===== src/rtl/hex_line_writer.sv =====
// hex_line_writer: formats a 4-char label plus a 32-bit value as a 16-char
// text line and streams it, one character per write, into a 64-char
// (4 lines x 16 chars) text buffer.
//
// Line layout: LLLL:HHHHHHHH___  (label, colon, 8 hex digits, 3 spaces)
//
// Handshake: start is a request pulse and is only honoured in IDLE while done
// is low. Once accepted, line_sel/label/value are captured and the upstream
// may change them freely. busy is high from the cycle after acceptance through
// the done cycle. we/wr_addr/din form a write-only strobe interface with no
// back-pressure: the buffer must accept a write on every cycle that we is high.
module hex_line_writer #(
    parameter int GAP   = 0,   // idle cycles between character writes (0..255)
    parameter bit UPPER = 1'b1 // 1: hex A-F uppercase, 0: a-f lowercase
) (
    input  logic        clk,
    input  logic        rst,
    input  logic        start,
    input  logic [1:0]  line_sel,
    input  logic [31:0] label,
    input  logic [31:0] value,
    output logic        busy,
    output logic        done,
    output logic        we,
    output logic [5:0]  wr_addr,
    output logic [7:0]  din
);

    typedef enum logic [1:0] {
        S_IDLE  = 2'd0,
        S_WRITE = 2'd1,
        S_GAP   = 2'd2,
        S_DONE  = 2'd3
    } state_t;

    // Last value of the gap counter before returning to WRITE. With GAP=0
    // the GAP state is never entered, so the value is irrelevant there.
    localparam logic [7:0] GAP_LAST = (GAP > 0) ? 8'(GAP - 1) : 8'd0;

    state_t      state,    state_nxt;
    logic [1:0]  line_r,   line_nxt;
    logic [31:0] label_r,  label_nxt;
    logic [31:0] value_r,  value_nxt;
    logic [3:0]  col,      col_nxt;
    logic [7:0]  gap_cnt,  gap_nxt;
    logic        busy_nxt;
    logic        done_nxt;
    logic        we_nxt;
    logic [5:0]  addr_nxt;
    logic [7:0]  din_nxt;

    logic [7:0]  label_byte;
    logic [3:0]  nibble;
    logic [7:0]  char_cur;

    // Non-printable label bytes would show as garbage on the OLED font,
    // so they are replaced by '?'.
    function automatic logic [7:0] sanitize(input logic [7:0] b);
        if ((b < 8'h20) || (b > 8'h7E)) begin
            return 8'h3F;
        end
        return b;
    endfunction

    // One hex nibble to its ASCII digit, case chosen by UPPER.
    function automatic logic [7:0] hex_char(input logic [3:0] n);
        if (n < 4'd10) begin
            return 8'h30 + {4'h0, n};
        end
        if (UPPER) begin
            return 8'h41 + {4'h0, n} - 8'd10;
        end
        return 8'h61 + {4'h0, n} - 8'd10;
    endfunction

    // Select the label byte for columns 0-3, leftmost byte first.
    always_comb begin
        label_byte = 8'h00;
        case (col[1:0])
            2'd0:    label_byte = label_r[31:24];
            2'd1:    label_byte = label_r[23:16];
            2'd2:    label_byte = label_r[15:8];
            default: label_byte = label_r[7:0];
        endcase
    end

    // Select the value nibble for columns 5-12, most significant first.
    always_comb begin
        nibble = 4'h0;
        case (col)
            4'd5:    nibble = value_r[31:28];
            4'd6:    nibble = value_r[27:24];
            4'd7:    nibble = value_r[23:20];
            4'd8:    nibble = value_r[19:16];
            4'd9:    nibble = value_r[15:12];
            4'd10:   nibble = value_r[11:8];
            4'd11:   nibble = value_r[7:4];
            4'd12:   nibble = value_r[3:0];
            default: nibble = 4'h0;
        endcase
    end

    // Character for the current column.
    always_comb begin
        char_cur = 8'h20;
        if (col < 4'd4) begin
            char_cur = sanitize(label_byte);
        end else if (col == 4'd4) begin
            char_cur = 8'h3A;
        end else if (col <= 4'd12) begin
            char_cur = hex_char(nibble);
        end else begin
            char_cur = 8'h20;
        end
    end

    // Next-state and next-output logic; every register holds by default and
    // the write strobe and done pulse default low.
    always_comb begin
        state_nxt = state;
        line_nxt  = line_r;
        label_nxt = label_r;
        value_nxt = value_r;
        col_nxt   = col;
        gap_nxt   = gap_cnt;
        busy_nxt  = (state != S_IDLE);
        done_nxt  = 1'b0;
        we_nxt    = 1'b0;
        addr_nxt  = wr_addr;
        din_nxt   = din;

        case (state)
            S_IDLE: begin
                // done is still visible in the first IDLE cycle; a start
                // coinciding with it is dropped so a requester that reacts
                // to done gets a clean one-cycle turnaround.
                if (start && !done) begin
                    line_nxt  = line_sel;
                    label_nxt = label;
                    value_nxt = value;
                    col_nxt   = 4'd0;
                    gap_nxt   = 8'd0;
                    state_nxt = S_WRITE;
                end
            end
            S_WRITE: begin
                we_nxt   = 1'b1;
                addr_nxt = {line_r, col};
                din_nxt  = char_cur;
                if (col == 4'd15) begin
                    state_nxt = S_DONE;
                end else begin
                    col_nxt = col + 4'd1;
                    if (GAP > 0) begin
                        gap_nxt   = 8'd0;
                        state_nxt = S_GAP;
                    end
                end
            end
            S_GAP: begin
                if (gap_cnt == GAP_LAST) begin
                    state_nxt = S_WRITE;
                end else begin
                    gap_nxt = gap_cnt + 8'd1;
                end
            end
            S_DONE: begin
                done_nxt  = 1'b1;
                state_nxt = S_IDLE;
            end
            default: begin
                state_nxt = S_IDLE;
            end
        endcase
    end

    // State, captured request and registered outputs; reset abandons any
    // line in progress without a recovery write.
    always_ff @(posedge clk or posedge rst) begin
        if (rst) begin
            state   <= S_IDLE;
            line_r  <= 2'd0;
            label_r <= 32'd0;
            value_r <= 32'd0;
            col     <= 4'd0;
            gap_cnt <= 8'd0;
            busy    <= 1'b0;
            done    <= 1'b0;
            we      <= 1'b0;
            wr_addr <= 6'd0;
            din     <= 8'd0;
        end else begin
            state   <= state_nxt;
            line_r  <= line_nxt;
            label_r <= label_nxt;
            value_r <= value_nxt;
            col     <= col_nxt;
            gap_cnt <= gap_nxt;
            busy    <= busy_nxt;
            done    <= done_nxt;
            we      <= we_nxt;
            wr_addr <= addr_nxt;
            din     <= din_nxt;
        end
    end

endmodule


===== config.mk =====
export PLATFORM = sky130hd
export DESIGN_NAME = hex_line_writer
export DESIGN_NICKNAME = d
export VERILOG_FILES = /design/src/rtl/hex_line_writer.sv
export SDC_FILE = /design/constraint.sdc
export NUM_CORES = 1
export LEC_CHECK = 0
export BUFFER_PORTS_ARGS = -buffer_cell sky130_fd_sc_hd__buf_4
export CELL_PAD_IN_SITES_DETAIL_PLACEMENT = 0
export CELL_PAD_IN_SITES_GLOBAL_PLACEMENT = 1
export CORE_UTILIZATION = 40
export CTS_CLUSTER_SIZE = 25
export DETAILED_ROUTE_END_ITERATION = 16
export PLACE_DENSITY_LB_ADDON = 0.1
export SYNTH_ARGS = -nofsm -noshare
export SYNTH_HDL_FRONTEND = slang
export SYNTH_SLANG_ARGS = --single-unit

===== constraint.sdc =====
create_clock -name clk -period 3.04 [get_ports clk]
set_clock_uncertainty 0.2 [all_clocks]
set_input_delay 0.456 -clock clk [delete_from_list [all_inputs] [get_ports clk]]
set_output_delay 0.456 -clock clk [all_outputs]
set_load 0.1 [all_outputs]

==> impl_metrics.py, run 1 <==
metrics = {
    "status": {
        "status": "complete, no violations",
    },
    "clock_tree": {
        "clk_pin_slew_ns": 0.06,
        "cts_resized": 0,
        "cts.htree.levels": 3,
        "cts_buffer_depth": 2,
        "cts_root_buf": "clkbuf_16",
        "insertion_delay_ns": 0.34,
        "clock_sinks": 97,
        "post_cts_buffers": 0,
        "tritoncts": "built",
        "cts_hold_buffers": 0,
        "cts-buffers-inserted": 9,
    },
    "timing": {
        "finalHoldViolCount": 0,
        "rsz0062_at_grt": "false",
        "relSlewSlack": 0.5338,
        "fin_crit_sh": 0.9130,
        "maxClockFrequency_ghz": 0.3603,
        "setup_viol": 0,
        "fin_ws_ns": 0.2644,
        "tns_ns": 0,
        "drv_slew": 0,
        "fin_crit_ns": 2.776,
        "worst_pin_slew_ns": 0.6978,
        "whs_ns": 0.01925,
    },
    "critical_path": {
        "worstSetupStartpoint": "col[0]$_DFFE_PP0P_",
        "cp_slowest_stage_delay_ns": 0.53,
        "worstSetupStartpointType": "register",
        "end_kind": "register",
        "r2r_cells": 8,
        "crit_chain": "inv_1, ha_1, buf_4, nand2_1, a221o_1, nor4b_2, or4_1, nand3_1",
        "crit_slowest_cell": "or4_1",
        "critical_path_class": "register to register",
        "crit_path_end": "din[0]$_DFFE_PP0P_",
        "ff2ff_setup_slack_ns": 0.26,
        "cp.required_ns": 3.12,
        "r2r-end": "din[0]$_DFFE_PP0P_",
        "crit_family": "simple AND/OR/NAND/NOR gates",
        "critical_path_buf_inv_count": 2,
        "path_max_fanout": 10,
        "timing.rr.start": "col[0]$_DFFE_PP0P_",
        "cp.arrival_ns": 2.85,
        "path_depth": 8,
    },
    "power": {
        "power.internal_mw": 3.923,
        "switchingPower_mw": 2.866,
        "p_seq_frac": 0.362,
        "peakVddDrop_v": 0.001026,
        "p_leak_nw": 2.540,
        "power_mw": 6.790,
        "p_per_area_nw_per_um2": 1196,
        "switching_share": 0.4222,
        "power_frac_comb": 0.466,
        "clkPwrFrac": 0.172,
    },
    "yosys": {
        "synth_area_leaders": "dfrtp_1 53%, mux2_2 16%, nand2_1 3.0%",
        "yosys_warnings": 0,
        "async_flop_share": 1.000,
        "syn_nets": 465,
        "synth_edf_count": 0,
        "yosys.area.top_type_share": 0.5305,
        "seq_area_frac_synth": 0.5305,
        "ys_ff_latch": 97,
        "yosys_most_used_dff": "dfrtp_1",
        "synth_largest_area_cell": "dfrtp_1",
        "syn-instance-count": 389,
        "synth_area_per_cell_um2": 11.76,
        "synth_area_um2": 4576,
        "ys_types": 55,
    },
    "drt": {
        "drt_wl_total_mm": 10.53,
        "dr.first_iter.drc_count": 159,
        "drtAntennaViolNets": 0,
        "via_per_inst": 5.289,
        "via_count": 3242,
        "drt_pre_antenna_iters": 4,
        "wl_per_cell_um": 17.18,
        "drc": 0,
    },
    "global_routing": {
        "first_global_vias": 3281,
        "antenna_found_initial": 0,
        "grt.total_usage": 0.1954,
        "grt_pass1_wl_mm": 17.15,
        "overflow": 0,
        "grt_max_degree": 44,
    },
    "final_layout": {
        "stdcell_area_um2": 5675,
        "fin_nets": 546,
        "antenna_cells": 0,
        "final_util": 0.5167,
        "final-instance-count-excl-fill": 613,
        "drive_gt1_frac": 0.3805,
        "synthToLayoutAreaGrowth_pct": 24.04,
    },
    "floorplan": {
        "rows": 38,
        "ios": 86,
        "dieArea_um2": 11870,
        "die_w_um": 109.0,
        "initial_utilization": 0.4166,
        "coreArea_um2": 10980,
        "fp.dieH_um": 109.0,
    },
    "placement": {
        "post-place-ws_ns": 0.2487,
        "io_buffers": 85,
        "dp_cells": 599,
        "place_hpwl_mm": 7.653,
        "placed_area_um2": 5376,
        "gp_congestion": 0.8821,
    },
    "flow_run": {
        "drv_cap": 0,
    },
    "worst_hold_path": {
        "hp-class": "input port to async pin",
    },
}
-- metal layers --
metal	share of wire	GRT usage
met4	0.0056	0.05502
met2	0.44	0.2844
met5	0	0
met3	0.053	0.05977
met1	0.50	0.2792
-- worst register-to-register path, cell delays in order, from the launching register on --
cell	delay, ns
dfrtp_1	0.44
inv_1	0.15
ha_1	0.44
buf_4	0.26
nand2_1	0.07
a221o_1	0.36
nor4b_2	0.18
or4_1	0.53
nand3_1	0.10
-- registers in the layout, indices dropped and copies added, names as in the netlist --
| name | cells |
|---|---|
| busy | 1 |
| col | 4 |
| din | 8 |
| done | 1 |
| gap_cnt | 8 |
| label_r | 32 |
| line_r | 2 |
| state | 2 |
| value_r | 32 |
| we | 1 |
| wr_addr | 6 |
-- power groups by stage --
stage | registers (mW) | clock network [mW] | logic [mW]
after floorplan | 2.92 | 0 | 1.92
after global placement | 2.48 | 0 | 3.13
after detailed placement | 2.49 | 0 | 3.17
after CTS | 2.47 | 1.21 | 3.18
after global routing | 2.55 | 1.26 | 3.44
final | 2.46 | 1.17 | 3.16
-- worst min-delay path by stage --
stage,slack (ns),end,cells past startpoint
after floorplan,0.23,wr_addr[4]$_DFFE_PP0P_,2
after global placement,0.25,wr_addr[5]$_DFFE_PP0P_,2
after detailed placement,0.26,wr_addr[5]$_DFFE_PP0P_,2
after CTS,0.03,label_r[23]$_DFFE_PP0P_,2
after global routing,0.05,label_r[15]$_DFFE_PP0P_,2
final,0.02,label_r[23]$_DFFE_PP0P_,2
-- logic make-up after synthesis --
group,Yosys count,share of synthesized area
and+or+nand+nor,101,0.1124
DFF,97,0.5305
AOI/OAI and AO/OA,73,0.1200
muxes,68,0.1665
buffers and inverters,38,0.04184
adders and majority gates,7,0.01914
xor gates and xnor gates,5,0.009570
-- cells in the mapped netlist (3+ instances only) --
cell type	count
a21o_1	3
a21oi_1	9
a222oi_1	6
a22o_1	3
a22oi_1	8
a31oi_1	5
and2_1	5
buf_2	12
buf_4	4
clkbuf_1	6
dfrtp_1	97
ha_1	7
inv_1	14
mux2_2	65
mux2i_1	3
nand2_1	37
nand2b_1	3
nand3_1	7
nand4b_1	5
nor2_1	19
nor2b_1	3
nor3_1	5
nor3b_1	3
o211ai_1	3
o21ai_0	14
xor2_1	5
-- cell type report --
class                   count  area [µm²]
inverters                  14       56.30
clock inverters             4       70.07
well taps                 140       175.2
flip-flops and latches     97        2427
repair buffers             94       755.7
multi-input cells         254        1962
fillers                   985        5308
clock buffers              10       229.0
-- layout by cell type, fill, tap and decap left out, types with 3 or more instances in the layout --
cell type	count
nand4b_1	5
xor2_1	5
ha_1	7
buf_12	4
a222oi_1	6
nand2_1	37
o211ai_1	3
inv_1	13
a21o_1	3
a22o_1	3
nand3_1	7
buf_4	90
a22oi_1	8
nor2_1	19
mux2i_1	3
nand2b_1	3
mux2_2	65
and2_1	5
nor3_1	5
a31oi_1	5
clkbuf_16	9
dfrtp_1	97
a21oi_1	9
nor2b_1	3
o21ai_0	14
Note: power is estimated with default switching activity, not from simulation.
==> inputs of run 2 (changes only) <==
--- a/config.mk
+++ b/config.mk
@@ -8,7 +8,8 @@
 export BUFFER_PORTS_ARGS = -buffer_cell sky130_fd_sc_hd__buf_4
 export CELL_PAD_IN_SITES_DETAIL_PLACEMENT = 0
 export CELL_PAD_IN_SITES_GLOBAL_PLACEMENT = 1
-export CORE_UTILIZATION = 40
+export CORE_UTILIZATION = 41
+export CTS_BUF_LIST = sky130_fd_sc_hd__clkbuf_4
 export CTS_CLUSTER_SIZE = 25
 export DETAILED_ROUTE_END_ITERATION = 16
 export PLACE_DENSITY_LB_ADDON = 0.1
==> run 2 against run 1 <==
Total power down 4.5%. Clock power decreased by 34%. First-iteration DRC count grew 7.5%. Critical path depth did not move. Sequential power is essentially flat.
==> impl_metrics.py, run 2 (same netlist as run 1, synthesis figures left out) <==
metrics = {
    "critical_path": {
        "cp.required_ns": 3.25,
        "worstSetupStartpointType": "register",
        "path_max_fanout": 11,
        "cp.arrival_ns": 2.99,
        "end_kind": "register",
        "critical_path_class": "register to register",
    },
    "drt": {
        "wl_met1_mm": 5.236,
        "highest_layer": "met4",
        "via_count": 3564,
        "via_per_inst": 5.233,
        "drt_wl_total_mm": 11.19,
        "wl_per_cell_um": 16.43,
        "drtAntennaViolNets": 0,
        "dr_wl_met3_um": 425,
        "drt_pre_antenna_iters": 4,
        "dr.first_iter.drc_count": 171,
        "dr_wl_met2_mm": 5.341,
        "drc": 0,
    },
    "floorplan": {
        "die_w_um": 107.6,
        "ios": 86,
        "coreArea_um2": 10840,
        "rows": 38,
        "dieArea_um2": 11590,
        "initial_utilization": 0.4221,
        "fp.dieH_um": 107.6,
    },
    "final_layout": {
        "drive_gt1_frac": 0.3383,
        "layout_common_cells": "97 x dfrtp_1, 92 x buf_4, 66 x dlygate4sd3_1, 65 x mux2_2, 37 x nand2_1",
        "layout_commonest_cell": "dfrtp_1",
        "top_regs": "label_r x32, value_r x32",
        "antenna_cells": 0,
        "synthToLayoutAreaGrowth_pct": 34.89,
        "final_util": 0.5694,
        "fin_nets": 612,
        "stdcell_area_um2": 6172,
    },
    "timing": {
        "relSlewSlack": 0.5299,
        "maxClockFrequency_ghz": 0.3596,
        "tns_ns": 0,
        "worst_pin_slew_ns": 0.7051,
        "drv_slew": 0,
        "rsz0062_at_grt": "false",
        "fin_crit_sh": 0.9148,
        "fin_crit_ns": 2.781,
        "setup_viol": 0,
        "finalHoldViolCount": 0,
    },
    "global_routing": {
        "antenna_found_initial": 0,
        "overflow": 0,
        "first_global_vias": 3655,
        "grt.total_usage": 0.2101,
        "grt_pass1_wl_mm": 18.44,
        "grt_max_degree": 98,
    },
    "status": {
        "status": "complete, no violations",
    },
    "clock_tree": {
        "cts-buffers-inserted": 9,
        "tritoncts": "built",
        "clk_pin_slew_ns": 0.14,
        "post_cts_buffers": 0,
        "cts_root_buf": "clkbuf_4",
        "clock_sinks": 97,
        "cts.htree.levels": 3,
        "insertion_delay_ns": 0.47,
        "cts_buffer_depth": 2,
    },
    "placement": {
        "gp_congestion": 0.8790,
        "io_buffers": 85,
        "place_hpwl_mm": 7.565,
        "placed_area_um2": 5351,
    },
    "worst_hold_path": {
        "hp-class": "input port to register",
    },
    "power": {
        "p_leak_nw": 2.747,
        "power_mw": 6.481,
        "peakVddDrop_v": 0.0005849,
        "p_per_area_nw_per_um2": 1050,
    },
    "flow_run": {
        "drv_cap": 0,
    },
}
==> run 2: cell count changes in the layout (fill, tap and decap cells not counted), sizes merged <==
cell / before / now
clkinv: 2 / 4
dlygate4sd3: 0 / 66
==> run 2: worst max-delay path, cell delays in order, from the launching register on <==
cell,delay (ns)
dfrtp_1,0.47
inv_1,0.15
ha_1,0.41
buf_4,0.26
nand2_1,0.07
a221o_1,0.35
nor4b_2,0.18
or4_1,0.54
nand3_1,0.11
==> run 2: path summary, 6_finish.rpt <==
kind	slack (ns)	cells after the start	from	to
worst max-delay path	0.26	8	col[0]$_DFFE_PP0P_	din[0]$_DFFE_PP0P_
worst min-delay path	0.05	2	value[1]	value_r[1]$_DFFE_PP0P_
worst max register to register	0.26	8	col[0]$_DFFE_PP0P_	din[0]$_DFFE_PP0P_
worst min register to register	0.28	2	line_r[0]$_DFFE_PP0P_	wr_addr[4]$_DFFE_PP0P_
max in group asynchronous	1.78	4	rst	busy$_DFF_PP0_
min in group asynchronous	0.48	4	rst	label_r[27]$_DFFE_PP0P_
==> run 2: per-layer routing <==
layer	vias to the layer above	track usage
li1	1709	-
met1	1745	0.2750
met2	95	0.3416
met3	15	0.03632
met4	0	0.09100
met5	-	0
==> run 2: through the flow <==
stage	hold slack [ns]	worst slack, ns	instances
2_1_floorplan	0.2348	0.6187	389
3_3_place_gp	0.2518	0.3453	599
3_5_place_dp	0.2549	0.2712	599
4_1_cts	0.004509	0.2285	681
5_1_grt	0.01273	0.04269	681
6_report	0.04512	0.2589	681
==> run 2: timing repair <==
item,4_1_cts,5_1_grt
hold buffers,66,0
resized for setup,0,2
endpoints found under the setup margin,0,1
hold endpoints to repair,162,0
==> run 2: where the power goes <==
part	internal, mW	total (mW)	switching [mW]
clock	0.339	0.768	0.429
sequential	1.92	2.46	0.539
combinational	1.34	3.25	1.91
total	3.60	6.48	2.88
==> run 2: final cells by class <==
cell class              count  area (µm²)
clock buffers              10       75.07
inverters                  14       56.30
flip-flops and latches     97        2427
repair buffers            160        1391
fillers                   942        4668
multi-input cells         254        1964
well taps                 140       175.2
clock inverters             6       82.58
==> inputs of run 3 (changes only) <==
--- a/config.mk
+++ b/config.mk
@@ -13,6 +13,7 @@
 export CTS_CLUSTER_SIZE = 25
 export DETAILED_ROUTE_END_ITERATION = 16
 export PLACE_DENSITY_LB_ADDON = 0.1
+export REMOVE_ABC_BUFFERS = 1
 export SYNTH_ARGS = -nofsm -noshare
 export SYNTH_HDL_FRONTEND = slang
 export SYNTH_SLANG_ARGS = --single-unit
==> run 3 against run 2 <==
Flip-flop and latch count did not move. Final cell count shrank 9.0%. Setup slack got worse by 0.029 ns. Sequential share of layout area rose by 4.2 points. Maximum frequency shrank 1.0%. Global-route usage is 1.9 points lower. Sequential power hardly changed. Critical path depth is the same. Total power fell by 2.1%. Die area is the same. Via count shrank 7.3%. Register-to-register slack worse by 0.03 ns. Largest power group unchanged. Highest routed layer unchanged.
==> impl_metrics.py, run 3 (same netlist as run 1, synthesis figures left out) <==
metrics = {
    "status": {
        "status": "complete, no violations",
    },
    "final_layout": {
        "synthToLayoutAreaGrowth_pct": 21.79,
        "fin_nets": 551,
        "antenna_cells": 0,
        "stdcell_area_um2": 5573,
        "drive_gt1_frac": 0.3792,
        "layout_commonest_cell": "dfrtp_1",
        "layout_common_cells": "97 x dfrtp_1, 90 x buf_4, 65 x mux2_2, 37 x nand2_1, 19 x nor2_1",
        "top_regs": "label_r x32, value_r x32",
    },
    "critical_path": {
        "timing.rr.start": "col[0]$_DFFE_PP0P_",
        "path_max_fanout": 9,
        "worstSetupStartpoint": "col[0]$_DFFE_PP0P_",
        "end_kind": "register",
        "worstSetupStartpointType": "register",
        "cp.arrival_ns": 2.99,
        "cp.required_ns": 3.22,
        "critical_path_class": "register to register",
    },
    "clock_tree": {
        "cts-buffers-inserted": 9,
        "tritoncts": "built",
        "cts_buffer_depth": 2,
        "clk_pin_slew_ns": 0.15,
        "insertion_delay_ns": 0.44,
        "cts_resized": 0,
        "clock_sinks": 97,
        "cts.htree.levels": 3,
        "cts_root_buf": "clkbuf_4",
    },
    "timing": {
        "whs_ns": 0.02975,
        "fin_ws_ns": 0.2299,
        "worst_pin_slew_ns": 0.6982,
        "relSlewSlack": 0.5304,
        "tns_ns": 0,
        "setup_viol": 0,
        "maxClockFrequency_ghz": 0.3559,
        "fin_crit_ns": 2.810,
        "finalHoldViolCount": 0,
        "fin_crit_sh": 0.9244,
        "drv_slew": 0,
        "rsz0062_at_grt": "false",
    },
    "drt": {
        "drt_pre_antenna_iters": 4,
        "wl_per_cell_um": 16.63,
        "via_per_inst": 5.327,
        "via_count": 3303,
        "drc": 0,
        "drt_wl_total_mm": 10.31,
        "drtAntennaViolNets": 0,
        "dr.first_iter.drc_count": 170,
    },
    "global_routing": {
        "overflow": 0,
        "antenna_found_initial": 0,
        "grt.total_usage": 0.1911,
        "grt_max_degree": 59,
        "first_global_vias": 3359,
        "grt_pass1_wl_mm": 16.95,
    },
    "floorplan": {
        "initial_utilization": 0.4221,
        "rows": 38,
        "die_w_um": 107.6,
        "coreArea_um2": 10840,
        "ios": 86,
        "dieArea_um2": 11590,
        "fp.dieH_um": 107.6,
    },
    "power": {
        "peakVddDrop_v": 0.0004192,
        "p_per_area_nw_per_um2": 1139,
        "power_mw": 6.347,
        "p_leak_nw": 2.498,
    },
    "placement": {
        "post-place-ws_ns": 0.2440,
        "placed_area_um2": 5355,
        "io_buffers": 85,
        "place_hpwl_mm": 7.397,
        "gp_congestion": 0.8093,
    },
    "flow_run": {
        "drv_cap": 0,
    },
    "worst_hold_path": {
        "hold_path.startpoint": "label[11]",
        "hp-class": "input port to register",
    },
}
==> run 3: layer usage <==
| metal | vias to the layer above | GRT usage | wire length, µm |
|---|---|---|---|
| met2 | 76 | 0.3132 | 5048 |
| li1 | 1582 | - | - |
| met1 | 1637 | 0.2559 | 4733 |
| met3 | 8 | 0.03935 | 432 |
| met5 | - | 0 | 0 |
| met4 | 0 | 0.05284 | 99 |
==> run 3: worst paths after layout <==
check / end / slack, ns / cells after the start
max: din[0]$_DFFE_PP0P_ / 0.23 / 8
min: label_r[11]$_DFFE_PP0P_ / 0.03 / 3
max reg2reg: din[0]$_DFFE_PP0P_ / 0.23 / 8
min reg2reg: wr_addr[2]$_DFFE_PP0P_ / 0.30 / 2
max in group asynchronous: we$_DFF_PP0_ / 1.56 / 4
min in group asynchronous: label_r[25]$_DFFE_PP0P_ / 0.40 / 3
==> run 3: where the power goes <==
part	switching, mW	total (mW)	internal [mW]
registers	0.521	2.44	1.92
logic	1.87	3.15	1.29
clock network	0.416	0.755	0.339
total	2.80	6.35	3.54
==> run 3: repair_timing <==
| action | 4_1_cts | 5_1_grt |
|---|---|---|
| setup endpoints to repair | 0 | 0 |
| buffers inserted | 0 | 0 |
| hold buffers | 5 | 1 |
| endpoints found under the hold margin | 43 | 1 |
==> run 3: final cells by class <==
cell class,count,area [µm²]
Tap cell,140,175.2
Inverter,14,55.05
Fill cell,993,5268
Clock inverter,6,82.58
Sequential cell,97,2427
Clock buffer,10,75.07
Timing Repair Buffer,99,795.8
Multi-Input combinational cell,254,1962
==> run 3: per-stage QoR <==
stage | utilization | std cells
floorplan | - | 365
global placement | 0.4940 | 598
detailed placement | 0.4940 | 598
CTS | 0.5132 | 619
global route | 0.5141 | 620
finish | 0.5141 | 620
==> run 3: critical path, stage by stage (launching register included) <==
cell and delay, ns:
dfrtp_1 0.47, inv_1 0.14, ha_1 0.39, buf_4 0.26
a21oi_1 0.08, a221o_1 0.37, nor4b_2 0.18, or4_1 0.54
nand3_1 0.10
